## config.mk

```make
export PLATFORM = sky130hd
export DESIGN_NAME = apple2_dsk_uart_tx_flat
export DESIGN_NICKNAME = d
export VERILOG_FILES = /design/src/rtl/apple2_dsk_uart_tx_if.sv /design/src/rtl/apple2_dsk_uart_tx.sv /design/src/flat_wrapper.sv
export SDC_FILE = /design/constraint.sdc
export NUM_CORES = 1
export LEC_CHECK = 0
export ABC_AREA = 0
export BUFFER_PORTS_ARGS = -buffer_cell sky130_fd_sc_hd__buf_2
export CAP_MARGIN = 5
export CORE_MARGIN = 2
export CORE_UTILIZATION = 53
export CTS_CLUSTER_DIAMETER = 60
export DETAILED_ROUTE_END_ITERATION = 8
export GPL_TIMING_DRIVEN = 1
export PLACE_DENSITY = 0.77
export SLEW_MARGIN = 20
export SYNTH_ARGS = -nofsm -noshare
export SYNTH_HDL_FRONTEND = slang
export SYNTH_SLANG_ARGS = --single-unit
```

## constraint.sdc

```tcl
create_clock -name clk -period 2.75 [get_ports clk]
set_clock_uncertainty 0.15 [all_clocks]
set_input_delay 0.825 -clock clk [delete_from_list [all_inputs] [get_ports clk]]
set_output_delay 0.825 -clock clk [all_outputs]
set_load 0.01 [all_outputs]
```

## src/rtl/apple2_dsk_uart_tx_if.sv

```systemverilog
// BRAM read port between the disk-image transmitter (master) and the image memory (slave).
interface apple2_dsk_uart_tx_if #(
  parameter int ADDR_W = 18
) ();
  logic              mem_en;
  logic [ADDR_W-1:0] mem_addr;
  logic [7:0]        mem_data;

  modport master (output mem_en, output mem_addr, input mem_data);
  modport slave  (input mem_en, input mem_addr, output mem_data);
endinterface

```

## src/rtl/apple2_dsk_uart_tx.sv

```systemverilog
// Streams a disk image out of BRAM as back-to-back 8N1 frames on txd.
// Define DSK_TX_CHECKSUM_EN to append an 8-bit modular checksum frame after the image.
module apple2_dsk_uart_tx #(
  parameter int CLK_HZ = 125000000,
  parameter int BAUD   = 115200,
  parameter int ADDR_W = 18
) (
  input  logic                clk,
  input  logic                resetn,
  input  logic                start,
  input  logic                abort,
  input  logic [ADDR_W-1:0]   base_addr,
  input  logic [ADDR_W-1:0]   length,
  apple2_dsk_uart_tx_if.master mem,
  output logic                txd,
  output logic                busy,
  output logic                done,
  output logic [ADDR_W-1:0]   bytes_sent
);
  localparam int DIVISOR = CLK_HZ / BAUD;
  localparam int CNT_W   = $clog2(DIVISOR + 1);

  typedef enum logic [2:0] {
    IDLE, FETCH, LATCH, START, DATA, STOP,
`ifdef DSK_TX_CHECKSUM_EN
    CKSUM,
`endif
    FINISH
  } state_t;

  state_t            state;
  logic [CNT_W-1:0]  cnt;
  logic [2:0]        bit_idx;
  logic [ADDR_W-1:0] nxt_off;
  logic              pref;
  logic              abort_q;
  logic [ADDR_W-1:0] base_q;
  logic [ADDR_W-1:0] len_q;
  logic [7:0]        shift;
  logic              bit_end;
  logic              cap;
  logic              stop_end;
`ifdef DSK_TX_CHECKSUM_EN
  logic              cksum_frm;
  logic [7:0]        sum;
  logic              ld_ck;
`endif

  always_comb begin
    bit_end  = (cnt == CNT_W'(DIVISOR - 1));
    stop_end = (state == STOP) && bit_end;
    // Read data lands one cycle after mem_en: in LATCH, or the second STOP cycle of a prefetch.
    cap      = (state == LATCH) || ((state == STOP) && (cnt == CNT_W'(1)) && pref);
`ifdef DSK_TX_CHECKSUM_EN
    ld_ck    = stop_end && !pref && !abort_q && !abort && !cksum_frm;
`endif
  end

  // Datapath registers carry no reset; every use is preceded by a load.
  always_ff @(posedge clk) begin
    if (state == IDLE && start) begin
      base_q <= base_addr;
      len_q  <= length;
      shift  <= '0;
    end else if (cap) begin
      shift <= mem.mem_data;
`ifdef DSK_TX_CHECKSUM_EN
    end else if (ld_ck) begin
      shift <= sum;
`endif
    end else if (state == DATA && bit_end) begin
      shift <= {1'b0, shift[7:1]};
    end
`ifdef DSK_TX_CHECKSUM_EN
    if (state == IDLE && start) sum <= '0;
    else if (cap)               sum <= sum + mem.mem_data;
`endif
  end

  always_ff @(posedge clk or negedge resetn) begin
    if (!resetn) begin
      state        <= IDLE;
      txd          <= 1'b1;
      busy         <= 1'b0;
      done         <= 1'b0;
      mem.mem_en   <= 1'b0;
      mem.mem_addr <= '0;
      bytes_sent   <= '0;
      cnt          <= '0;
      bit_idx      <= '0;
      nxt_off      <= '0;
      pref         <= 1'b0;
      abort_q      <= 1'b0;
`ifdef DSK_TX_CHECKSUM_EN
      cksum_frm    <= 1'b0;
`endif
    end else begin
      mem.mem_en <= 1'b0;
      done       <= 1'b0;
      if (state != IDLE && abort) abort_q <= 1'b1;
      case (state)
        IDLE: begin
          if (start) begin
            busy       <= 1'b1;
            bytes_sent <= '0;
            abort_q    <= 1'b0;
            cnt        <= '0;
            pref       <= 1'b0;
`ifdef DSK_TX_CHECKSUM_EN
            cksum_frm  <= 1'b0;
`endif
            if (length == '0) begin
`ifdef DSK_TX_CHECKSUM_EN
              state     <= CKSUM;
              txd       <= 1'b0;
              cksum_frm <= 1'b1;
`else
              state     <= FINISH;
              done      <= 1'b1;
`endif
            end else begin
              state        <= FETCH;
              mem.mem_en   <= 1'b1;
              mem.mem_addr <= base_addr;
              nxt_off      <= ADDR_W'(1);
            end
          end
        end
        FETCH: state <= LATCH;
        LATCH: begin
          state <= START;
          txd   <= 1'b0;
          cnt   <= '0;
        end
`ifdef DSK_TX_CHECKSUM_EN
        START, CKSUM: begin
`else
        START: begin
`endif
          if (bit_end) begin
            state   <= DATA;
            txd     <= shift[0];
            bit_idx <= '0;
            cnt     <= '0;
          end else begin
            cnt <= cnt + CNT_W'(1);
          end
        end
        DATA: begin
          if (bit_end) begin
            cnt <= '0;
            if (bit_idx == 3'd7) begin
              state <= STOP;
              txd   <= 1'b1;
              // Prefetch so the next start bit follows this stop bit with no gap.
              if (nxt_off != len_q && !abort_q && !abort
`ifdef DSK_TX_CHECKSUM_EN
                  && !cksum_frm
`endif
                 ) begin
                mem.mem_en   <= 1'b1;
                mem.mem_addr <= base_q + nxt_off;
                nxt_off      <= nxt_off + ADDR_W'(1);
                pref         <= 1'b1;
              end
            end else begin
              bit_idx <= bit_idx + 3'd1;
              txd     <= shift[1];
            end
          end else begin
            cnt <= cnt + CNT_W'(1);
          end
        end
        STOP: begin
          if (bit_end) begin
            cnt <= '0;
`ifdef DSK_TX_CHECKSUM_EN
            if (!cksum_frm) bytes_sent <= bytes_sent + ADDR_W'(1);
`else
            bytes_sent <= bytes_sent + ADDR_W'(1);
`endif
            if (pref) begin
              state <= START;
              txd   <= 1'b0;
              pref  <= 1'b0;
            end else if (abort_q || abort) begin
              state   <= IDLE;
              busy    <= 1'b0;
              abort_q <= 1'b0;
`ifdef DSK_TX_CHECKSUM_EN
            end else if (ld_ck) begin
              state     <= CKSUM;
              txd       <= 1'b0;
              cksum_frm <= 1'b1;
`endif
            end else begin
              state <= FINISH;
              done  <= 1'b1;
            end
          end else begin
            cnt <= cnt + CNT_W'(1);
          end
        end
        FINISH: begin
          state   <= IDLE;
          busy    <= 1'b0;
          abort_q <= 1'b0;
        end
        default: state <= IDLE;
      endcase
    end
  end
endmodule

```

## src/flat_wrapper.sv

```systemverilog
// flat-port wrapper written by rule: the top's interface ports become plain ports
module apple2_dsk_uart_tx_flat 
#(
  parameter int CLK_HZ = 125000000,
  parameter int BAUD   = 115200,
  parameter int ADDR_W = 18
)
  (clk, resetn, start, abort, base_addr, length, txd, busy, done, bytes_sent, mem_mem_en, mem_mem_addr, mem_mem_data);
  apple2_dsk_uart_tx_if #(.ADDR_W(ADDR_W)) mem_i ();
  input  logic clk;
  input  logic resetn;
  input  logic start;
  input  logic abort;
  input  logic [ADDR_W-1:0] base_addr;
  input  logic [ADDR_W-1:0] length;
  output logic txd;
  output logic busy;
  output logic done;
  output logic [ADDR_W-1:0] bytes_sent;
  output wire logic [$bits(mem_i.mem_en)-1:0] mem_mem_en;
  output wire logic [$bits(mem_i.mem_addr)-1:0] mem_mem_addr;
  input wire logic [$bits(mem_i.mem_data)-1:0] mem_mem_data;
  assign mem_mem_en = mem_i.mem_en;
  assign mem_mem_addr = mem_i.mem_addr;
  assign mem_i.mem_data = mem_mem_data;
  apple2_dsk_uart_tx #(.CLK_HZ(CLK_HZ), .BAUD(BAUD), .ADDR_W(ADDR_W)) u_core (.clk(clk), .resetn(resetn), .start(start), .abort(abort), .base_addr(base_addr), .length(length), .mem(mem_i), .txd(txd), .busy(busy), .done(done), .bytes_sent(bytes_sent));
endmodule
```

==> flow_summary.toml, run 1 <==
[sta]
timing.slew.headroom = 0.591
finalCritPeriodShare = 0.959
worst_slew_pin_slew_ns = 0.610
setup_violations = 0
rsz0062_at_grt = "no"
max_freq_mhz = 379
final-max-slew-violation-count = 0
min_period_ns = 2.64
hold_viol = 0
worst_hold_slack_ns = 0.213

[pwr]
p_leak_nw = 3.67
vdd_ir_drop_max_v = 0.000419
switchingPower_w = 0.000871
netSwitchingFraction = 0.210
powerDensity_mw_per_mm2 = 506
p_int_w = 0.00328
power_w = 0.00415
p_comb_frac = 0.021
seq_power_share = 0.448
clockPowerShare = 0.531

[detailed_routing]
drtAntennaViolNets = 0
avgViaCountPerCell = 5.92
drt_iter0_drc = 370
post_drt_wl_per_cell_um = 17.6
wirelength_um = 17500
vias = 5892
met1Wirelength_um = 7130
dr_wl_met3_um = 910
met2_wirelength_um = 8900
drcViolationCount = 0
first_pass_iters = 5
dr.max_layer_used = "met4"

[worst_setup_path]
worstPathCellList = "ha_1 -> fa_1 -> a211oi_1 -> o21ai_1 -> buf_4 -> nand2_1 -> xnor2_1 -> o21ai_0 -> mux2_1"
critical_path.slowest_cell = "fa_1"
crit_path_max_fanout = 3
start_kind = "flop"
ff2ff_setup_slack_ns = 0.11
worstPathArrival_ns = 2.80
slowest_delay_ns = 0.45
reg2reg_from = "u_core.base_q[0]"
crit_type = "flop to flop"
cp-end-kind = "flop"
worst_ep_required_time_ns = 2.91
r2r_cells = 9
worst_r2r_endpoint = "u_core.mem.mem_addr[8]"

[synthesis]
synth_area_leaders = "dfrtp_1 28%, edfxtp_1 16%, nand2_1 4.9%, ha_1 4.5%, xnor2_1 4.5%"
syn_area_mm2 = 0.00668
synthCells = 692
seq_area_frac_synth = 0.475
synth_top_area_frac = 0.285
avgSynthCellArea_um2 = 9.65
yosysTopAreaCell = "dfrtp_1"
yosysWarnings = 0
synth_ff_type = "dfrtp_1"
async_reset_ff_frac = 0.636
synth_edf_count = 36
syn-num-nets = 765
ys_ff_latch = 121
synth_cell_types = 73

[run]
cap_violations = 0

[floorplanning]
die_area_mm2 = 0.0135
coreArea_mm2 = 0.0122
num_io_pins = 88
rows = 40
die_y_um = 116
start_util = 0.549
die_x_um = 116

[finish]
fin_util = 0.674
final_cell_mix = "88 x nand2_1, 86 x buf_2, 76 x dfrtp_1"
fillers = 970
num_antenna_cells = 0
syn_to_final_growth_pct = 22.8
drive_gt1_frac = 0.216
final_common_cell = "nand2_1"
fin_cells = 995
fin_nets = 887

[run_status]
status = "complete, no violations"

[clock_network]
post_cts_buffers = 0
cts_tree = "built"
numCtsBuffers = 17
cts_sinks = 121
insertion_delay_ns = 0.43
htree_levels = 4
cts_root_buf = "clkbuf_16"
clockBufferDepth = 2
path_clk_slew_ns = 0.06

[placement]
dp_hpwl_um = 12500
gp_congestion = 0.928
portBuffers = 87
dpl.cell_count = 963

[hold_path]
hold_path.class = "primary input to async pin"

[global_routing]
overflow = 0
grt_pass1_vias = 5948
grt_usage = 0.276
grt_pass1_wl_um = 28800
antenna_found_initial = 0
grt_max_degree = 44
## worst max-delay path: cells and delay by family, from the launching register on
family / cells / cell delay, ns
buffers and inverters: 1 / 0.19
AND/OR/NAND/NOR: 1 / 0.07
AO/OA/AOI/OAI: 3 / 0.59
multiplexers: 1 / 0.29
adder cells (fa/ha/maj): 2 / 0.70
flip-flops: 1 / 0.37
XOR/XNOR: 1 / 0.13
## cell usage after synthesis (3+ instances only)
cell,n
nand3b_1,3
a31oi_1,9
xnor2_1,34
nor3_1,20
mux2_1,7
nand2b_1,4
a21o_1,6
a311oi_1,4
or4_1,12
ha_1,24
o31ai_1,3
nor2b_1,6
inv_1,18
a21oi_1,34
dfrtp_1,76
nor2_1,63
a211oi_1,9
xor2_1,18
buf_2,3
a2bb2oi_1,3
dfxtp_1,8
a211o_1,4
nor4_1,5
and4_1,3
or3_1,7
mux2i_1,3
clkbuf_1,25
nand3_1,32
nand2_1,88
nand4_1,15
o21ai_1,17
o21ai_0,18
o211ai_1,13
and3_1,8
a21boi_0,3
a2111oi_0,3
edfxtp_1,36
## metal layers
metal / up-vias / global-route usage
met3: 57 / 0.0690
li1: 2790 / -
met2: 211 / 0.476
met1: 2834 / 0.322
met5: - / 0
met4: 0 / 0.133
## layout make-up
class / count / area, µm² / area share
Inverter: 19 / 73.8 / 0.00901
Timing Repair Buffer: 131 / 797 / 0.0973
Tap cell: 168 / 210 / 0.0257
Clock buffer: 21 / 462 / 0.0563
Clock inverter: 11 / 119 / 0.0145
Multi-Input combinational cell: 524 / 3360 / 0.410
Sequential cell: 121 / 3170 / 0.387
## power groups by stage
stage	logic [W]	registers (W)	clock network, W
after floorplan	0.0000148	0.00189	0
after global placement	0.0000860	0.00189	0
after global routing	0.0000996	0.00186	0.00231
after CTS	0.0000890	0.00186	0.00223
final	0.0000873	0.00186	0.00220
after detailed placement	0.0000887	0.00189	0
## flip-flops by register name, indices dropped and copies added (netlist names), 3 cells and up
name	flops
u_core.mem.mem_addr	18
u_core.bytes_sent	18
u_core.nxt_off	18
u_core.state	3
u_core.base_q	18
u_core.cnt	11
u_core.bit_idx	3
u_core.len_q	18
u_core.shift	8
## repair_timing
| item | 4_1_cts | 5_1_grt |
|---|---|---|
| setup endpoints to repair | 11 | 41 |
| hold buffers | 0 | 0 |
| pin swaps | 0 | 0 |
| gates resized for setup | 1 | 8 |
## cell families after synthesis
logic type,Yosys count,share of synthesized area
simple gates,278,0.204
compound gates,158,0.160
flops,121,0.475
xor+xnor,52,0.0682
buf+inv,47,0.0270
fa+ha+maj,25,0.0480
mux,11,0.0180
## through the flow
| stage | cell area (µm²) | setup TNS (ns) | worst slack, ns |
|---|---|---|---|
| 4_1_cts | 8150 | 0 | 0.0102 |
| 2_1_floorplan | 6680 | 0 | 0.00628 |
| 3_3_place_gp | 7570 | -0.582 | -0.0647 |
| 6_report | 8190 | 0 | 0.112 |
| 3_5_place_dp | 7570 | -0.908 | -0.0695 |
| 5_1_grt | 8190 | 0 | 0.0275 |
## worst max path at each step
stage / start / to / cells after the start
5_1_grt: u_core.nxt_off[10] / u_core.mem.mem_addr[13] / 8
6_report: u_core.base_q[0] / u_core.mem.mem_addr[8] / 9
3_3_place_gp: length[12] / u_core.nxt_off[13] / 6
4_1_cts: u_core.cnt[6] / u_core.bytes_sent[10] / 6
2_1_floorplan: length[12] / u_core.nxt_off[16] / 7
3_5_place_dp: length[12] / u_core.nxt_off[3] / 6
No activity file was read; power rests on OpenSTA's default activity.
==> run 2, diff against run 1 <==
--- a/config.mk
+++ b/config.mk
@@ -8,12 +8,14 @@
 export ABC_AREA = 0
 export BUFFER_PORTS_ARGS = -buffer_cell sky130_fd_sc_hd__buf_2
 export CAP_MARGIN = 5
+export CELL_PAD_IN_SITES_DETAIL_PLACEMENT = 0
+export CELL_PAD_IN_SITES_GLOBAL_PLACEMENT = 1
 export CORE_MARGIN = 2
-export CORE_UTILIZATION = 53
+export CORE_UTILIZATION = 41
 export CTS_CLUSTER_DIAMETER = 60
 export DETAILED_ROUTE_END_ITERATION = 8
 export GPL_TIMING_DRIVEN = 1
-export PLACE_DENSITY = 0.77
+export PLACE_DENSITY_LB_ADDON = 0.1
 export SLEW_MARGIN = 20
 export SYNTH_ARGS = -nofsm -noshare
 export SYNTH_HDL_FRONTEND = slang
==> flow_summary.toml, run 2 (synthesis results as in run 1) <==
[worst_setup_path]
crit_path_max_fanout = 23
cp-end-kind = "flop"
reg2reg_from = "u_core.cnt[8]"
worstPathArrival_ns = 2.83
crit_type = "flop to flop"
ff2ff_setup_slack_ns = 0.12
r2r_cells = 8
start_kind = "flop"
worst_r2r_endpoint = "u_core.nxt_off[8]"
worst_ep_required_time_ns = 2.96

[placement]
gp_congestion = 0.839
dp_hpwl_um = 13500
portBuffers = 87

[clock_network]
cts_sinks = 121
cts_tree = "built"
post_cts_buffers = 0
insertion_delay_ns = 0.42
htree_levels = 4
cts_root_buf = "clkbuf_16"
path_clk_slew_ns = 0.06
clockBufferDepth = 2
numCtsBuffers = 17
cts_hold_buf = 0

[finish]
final_common_cell = "nand2_1"
multiInputGateArea_mm2 = 0.00334
num_antenna_cells = 0
fillers = 1528
final_cell_mix = "88 x nand2_1, 86 x buf_2, 76 x dfrtp_1"
final-seq-area_mm2 = 0.00317
fin_nets = 896
drive_gt1_frac = 0.227
fin_util = 0.527
syn_to_final_growth_pct = 25.4

[detailed_routing]
drcViolationCount = 0
drt_iter0_drc = 302
post_drt_wl_per_cell_um = 17.4
avgViaCountPerCell = 5.54
drtAntennaViolNets = 0
vias = 5830
wirelength_um = 18300
first_pass_iters = 5

[hold_path]
hold_path.class = "primary input to async pin"

[sta]
final-max-slew-violation-count = 0
worst_slew_pin_slew_ns = 0.614
worst_hold_slack_ns = 0.216
min_period_ns = 2.63
finalCritPeriodShare = 0.955
rsz0062_at_grt = "no"
setup_violations = 0
tns_ns = 0
hold_viol = 0
timing.slew.headroom = 0.588
max_freq_mhz = 381

[floorplanning]
die_x_um = 132
die_y_um = 132
rows = 46
num_io_pins = 88
start_util = 0.420
coreArea_mm2 = 0.0159
die_area_mm2 = 0.0173

[global_routing]
overflow = 0
grt_pass1_wl_um = 30200
grt_usage = 0.220
grt_pass1_vias = 5878
antenna_found_initial = 0
grt_max_degree = 47

[run_status]
status = "complete, no violations"

[pwr]
p_leak_nw = 3.74
vdd_ir_drop_max_v = 0.000453
powerDensity_mw_per_mm2 = 518

[run]
cap_violations = 0
==> run 2: changes by cell type in the layout (fill, tap and decap cells not counted), sizes merged <==
cell | previous run | this run
buf | 131 | 140
clkbuf | 21 | 17
bufinv | 2 | 4
clkinv | 4 | 6
clkinvlp | 1 | 2
inv | 23 | 22
==> run 2: how the worst max path moves through the flow <==
| stage | from | endpoint | cells after the start |
|---|---|---|---|
| 6_report | u_core.cnt[8] | u_core.nxt_off[8] | 8 |
| 5_1_grt | u_core.base_q[0] | u_core.mem.mem_addr[8] | 9 |
| 4_1_cts | u_core.cnt[6] | u_core.bytes_sent[10] | 8 |
| 3_5_place_dp | length[12] | u_core.nxt_off[12] | 6 |
| 3_3_place_gp | length[12] | u_core.nxt_off[15] | 6 |
| 2_1_floorplan | length[12] | u_core.nxt_off[16] | 7 |
==> run 2: layer usage <==
metal / track usage / part of all wire / vias to the layer above
met4: 0.0713 / 0.017 / 0
met1: 0.272 / 0.42 / 2846
met5: 0 / 0 / -
li1: - / - / 2811
met3: 0.0463 / 0.042 / 21
met2: 0.382 / 0.52 / 152
==> run 2: final cells by class <==
class	instances	area share
repair buffers	140	0.107
multi-input cells	524	0.399
inverters	19	0.00852
clock inverters	15	0.0238
flip-flops and latches	121	0.379
clock buffers	17	0.0508
well taps	216	0.0323
==> run 2: power by group <==
part	switching (W)	internal [W]	total, W
clock network	0.000861	0.00152	0.00238
registers	0.00000216	0.00186	0.00186
logic	0.0000537	0.0000404	0.0000941
total	0.000917	0.00342	0.00433
==> run 2: critical path, stage by stage, from the launching register on <==
cell	delay, ns
dfrtp_1	0.38
or4_4	0.61
nor3_4	0.26
nand2_2	0.11
a211o_1	0.31
buf_12	0.17
buf_4	0.18
nor4_1	0.27
a21o_1	0.12
==> run 2: repair_timing <==
action / in CTS / in global routing
endpoints found under the hold margin: 0 / 0
pin swaps: 0 / 3
setup endpoints to repair: 2 / 7
gates resized for setup: 1 / 2
gates cloned: 0 / 0
==> run 2: stage by stage <==
step | setup slack [ns] | cells | instance area [µm²] | total power [W]
after floorplan | 0.00628 | 692 | 6680 | 0.00191
after global placement | -0.150 | 1021 | 7740 | 0.00199
after detailed placement | -0.174 | 1021 | 7740 | 0.00199
after CTS | 0.0192 | 1053 | 8370 | 0.00438
after global routing | 0.0116 | 1052 | 8370 | 0.00449
final | 0.124 | 1052 | 8370 | 0.00433
==> run 3, diff against run 2 <==
--- a/config.mk
+++ b/config.mk
@@ -9,13 +9,14 @@
 export BUFFER_PORTS_ARGS = -buffer_cell sky130_fd_sc_hd__buf_2
 export CAP_MARGIN = 5
 export CELL_PAD_IN_SITES_DETAIL_PLACEMENT = 0
-export CELL_PAD_IN_SITES_GLOBAL_PLACEMENT = 1
+export CELL_PAD_IN_SITES_GLOBAL_PLACEMENT = 2
 export CORE_MARGIN = 2
-export CORE_UTILIZATION = 41
+export CORE_UTILIZATION = 33
 export CTS_CLUSTER_DIAMETER = 60
 export DETAILED_ROUTE_END_ITERATION = 8
 export GPL_TIMING_DRIVEN = 1
 export PLACE_DENSITY_LB_ADDON = 0.1
+export SKIP_CTS_REPAIR_TIMING = 1
 export SLEW_MARGIN = 20
 export SYNTH_ARGS = -nofsm -noshare
 export SYNTH_HDL_FRONTEND = slang
==> flow_summary.toml, run 3 (synthesis results as in run 1) <==
[run_status]
status = "complete, no violations"

[sta]
min_period_ns = 2.68
timing.slew.headroom = 0.591
final-max-slew-violation-count = 0
max_freq_mhz = 373
worst_hold_slack_ns = 0.291
worst_slew_pin_slew_ns = 0.614
setup_violations = 0
finalCritPeriodShare = 0.974
hold_viol = 0

[clock_network]
insertion_delay_ns = 0.42
cts_sinks = 121
htree_levels = 4
cts_tree = "built"
cts_root_buf = "clkbuf_16"
numCtsBuffers = 17
clockBufferDepth = 2
path_clk_slew_ns = 0.06

[placement]
dpl.cell_count = 1078
dp_hpwl_um = 14000
gp_congestion = 0.807
portBuffers = 87

[floorplanning]
start_util = 0.333
die_y_um = 146
rows = 52
coreArea_mm2 = 0.0200
num_io_pins = 88
die_x_um = 146
die_area_mm2 = 0.0214

[worst_setup_path]
cp-end-kind = "flop"
worstPathArrival_ns = 2.82
crit_type = "flop to flop"
worst_ep_required_time_ns = 2.89
crit_path_max_fanout = 5
start_kind = "flop"

[pwr]
power_w = 0.00443
p_int_w = 0.00348
netSwitchingFraction = 0.215
p_comb_frac = 0.020
powerDensity_mw_per_mm2 = 520
seq_power_share = 0.420
vdd_ir_drop_max_v = 0.000403
switchingPower_w = 0.000951
p_leak_nw = 3.78
clockPowerShare = 0.560

[detailed_routing]
drcViolationCount = 0
drtAntennaViolNets = 0
wirelength_um = 19500
post_drt_wl_per_cell_um = 17.6
first_pass_iters = 5
drt_iter0_drc = 271
avgViaCountPerCell = 5.15
vias = 5716

[finish]
drive_gt1_frac = 0.230
final_common_cell = "nand2_1"
syn_to_final_growth_pct = 27.6
num_antenna_cells = 0
fin_cells = 1110
fin_nets = 900
final_cell_mix = "88 x nand2_1, 86 x buf_2, 76 x dfrtp_1"

[global_routing]
overflow = 0
grt_max_degree = 78
grt_usage = 0.188
grt_pass1_wl_um = 31500
antenna_found_initial = 0
grt_pass1_vias = 5886

[hold_path]
hold_path.class = "primary input to async pin"

[run]
cap_violations = 0
[run 3: metrics by stage]
step	cell area, µm²	setup TNS [ns]	worst slack (ns)	util
floorplan	6680	0	0.00628	-
global route	8520	-0.00365	-0.00365	0.425
detailed placement	7840	-2.37	-0.148	0.391
global placement	7840	-1.62	-0.111	0.391
finish	8520	0	0.0723	0.425
CTS	8500	-0.0229	-0.0229	0.424
[run 3: power groups by stage]
stage	logic (W)	registers [W]	clock network, W
after floorplan	0.0000148	0.00189	0
after global placement	0.0000930	0.00189	0
after CTS	0.0000939	0.00186	0.00253
final	0.0000906	0.00186	0.00248
after global routing	0.000103	0.00186	0.00263
after detailed placement	0.0000935	0.00189	0
[run 3: worst paths after layout]
path / slack [ns] / cells after the start / end / startpoint
setup / recovery: 0.07 / 8 / u_core.bytes_sent[10] / u_core.cnt[6]
hold / removal: 0.29 / 2 / u_core.mem.mem_addr[9] / resetn
setup reg to reg: 0.07 / 8 / u_core.bytes_sent[10] / u_core.cnt[6]
hold reg to reg: 0.31 / 2 / u_core.shift[7] / u_core.shift[7]
max in group asynchronous: 1.79 / 2 / u_core.txd / resetn
min in group clk: 0.31 / 2 / u_core.shift[7] / u_core.shift[7]
[run 3: layout make-up]
cell class,instances,area (µm²)
Clock buffer,22,539
Clock inverter,10,123
Fill cell,2041,11500
Inverter,19,71.3
Multi-Input combinational cell,524,3350
Sequential cell,121,3170
Tap cell,270,338
Timing Repair Buffer,144,932
[run 3: routing by layer]
layer | GRT usage | vias to the layer above | wire (µm)
met5 | 0 | - | 0
met4 | 0.0505 | 0 | 240
met3 | 0.0403 | 15 | 706
met2 | 0.325 | 121 | 9810
met1 | 0.238 | 2763 | 8730
li1 | - | 2817 | -
[run 3: critical path, cell delays in order (launching register included)]
cell and delay (ns):
dfrtp_1 0.38, or4_4 0.55, buf_4 0.18, or4_4 0.58
a211oi_4 0.25, buf_6 0.15, nand4_1 0.11, xor2_1 0.15
nor2_1 0.05
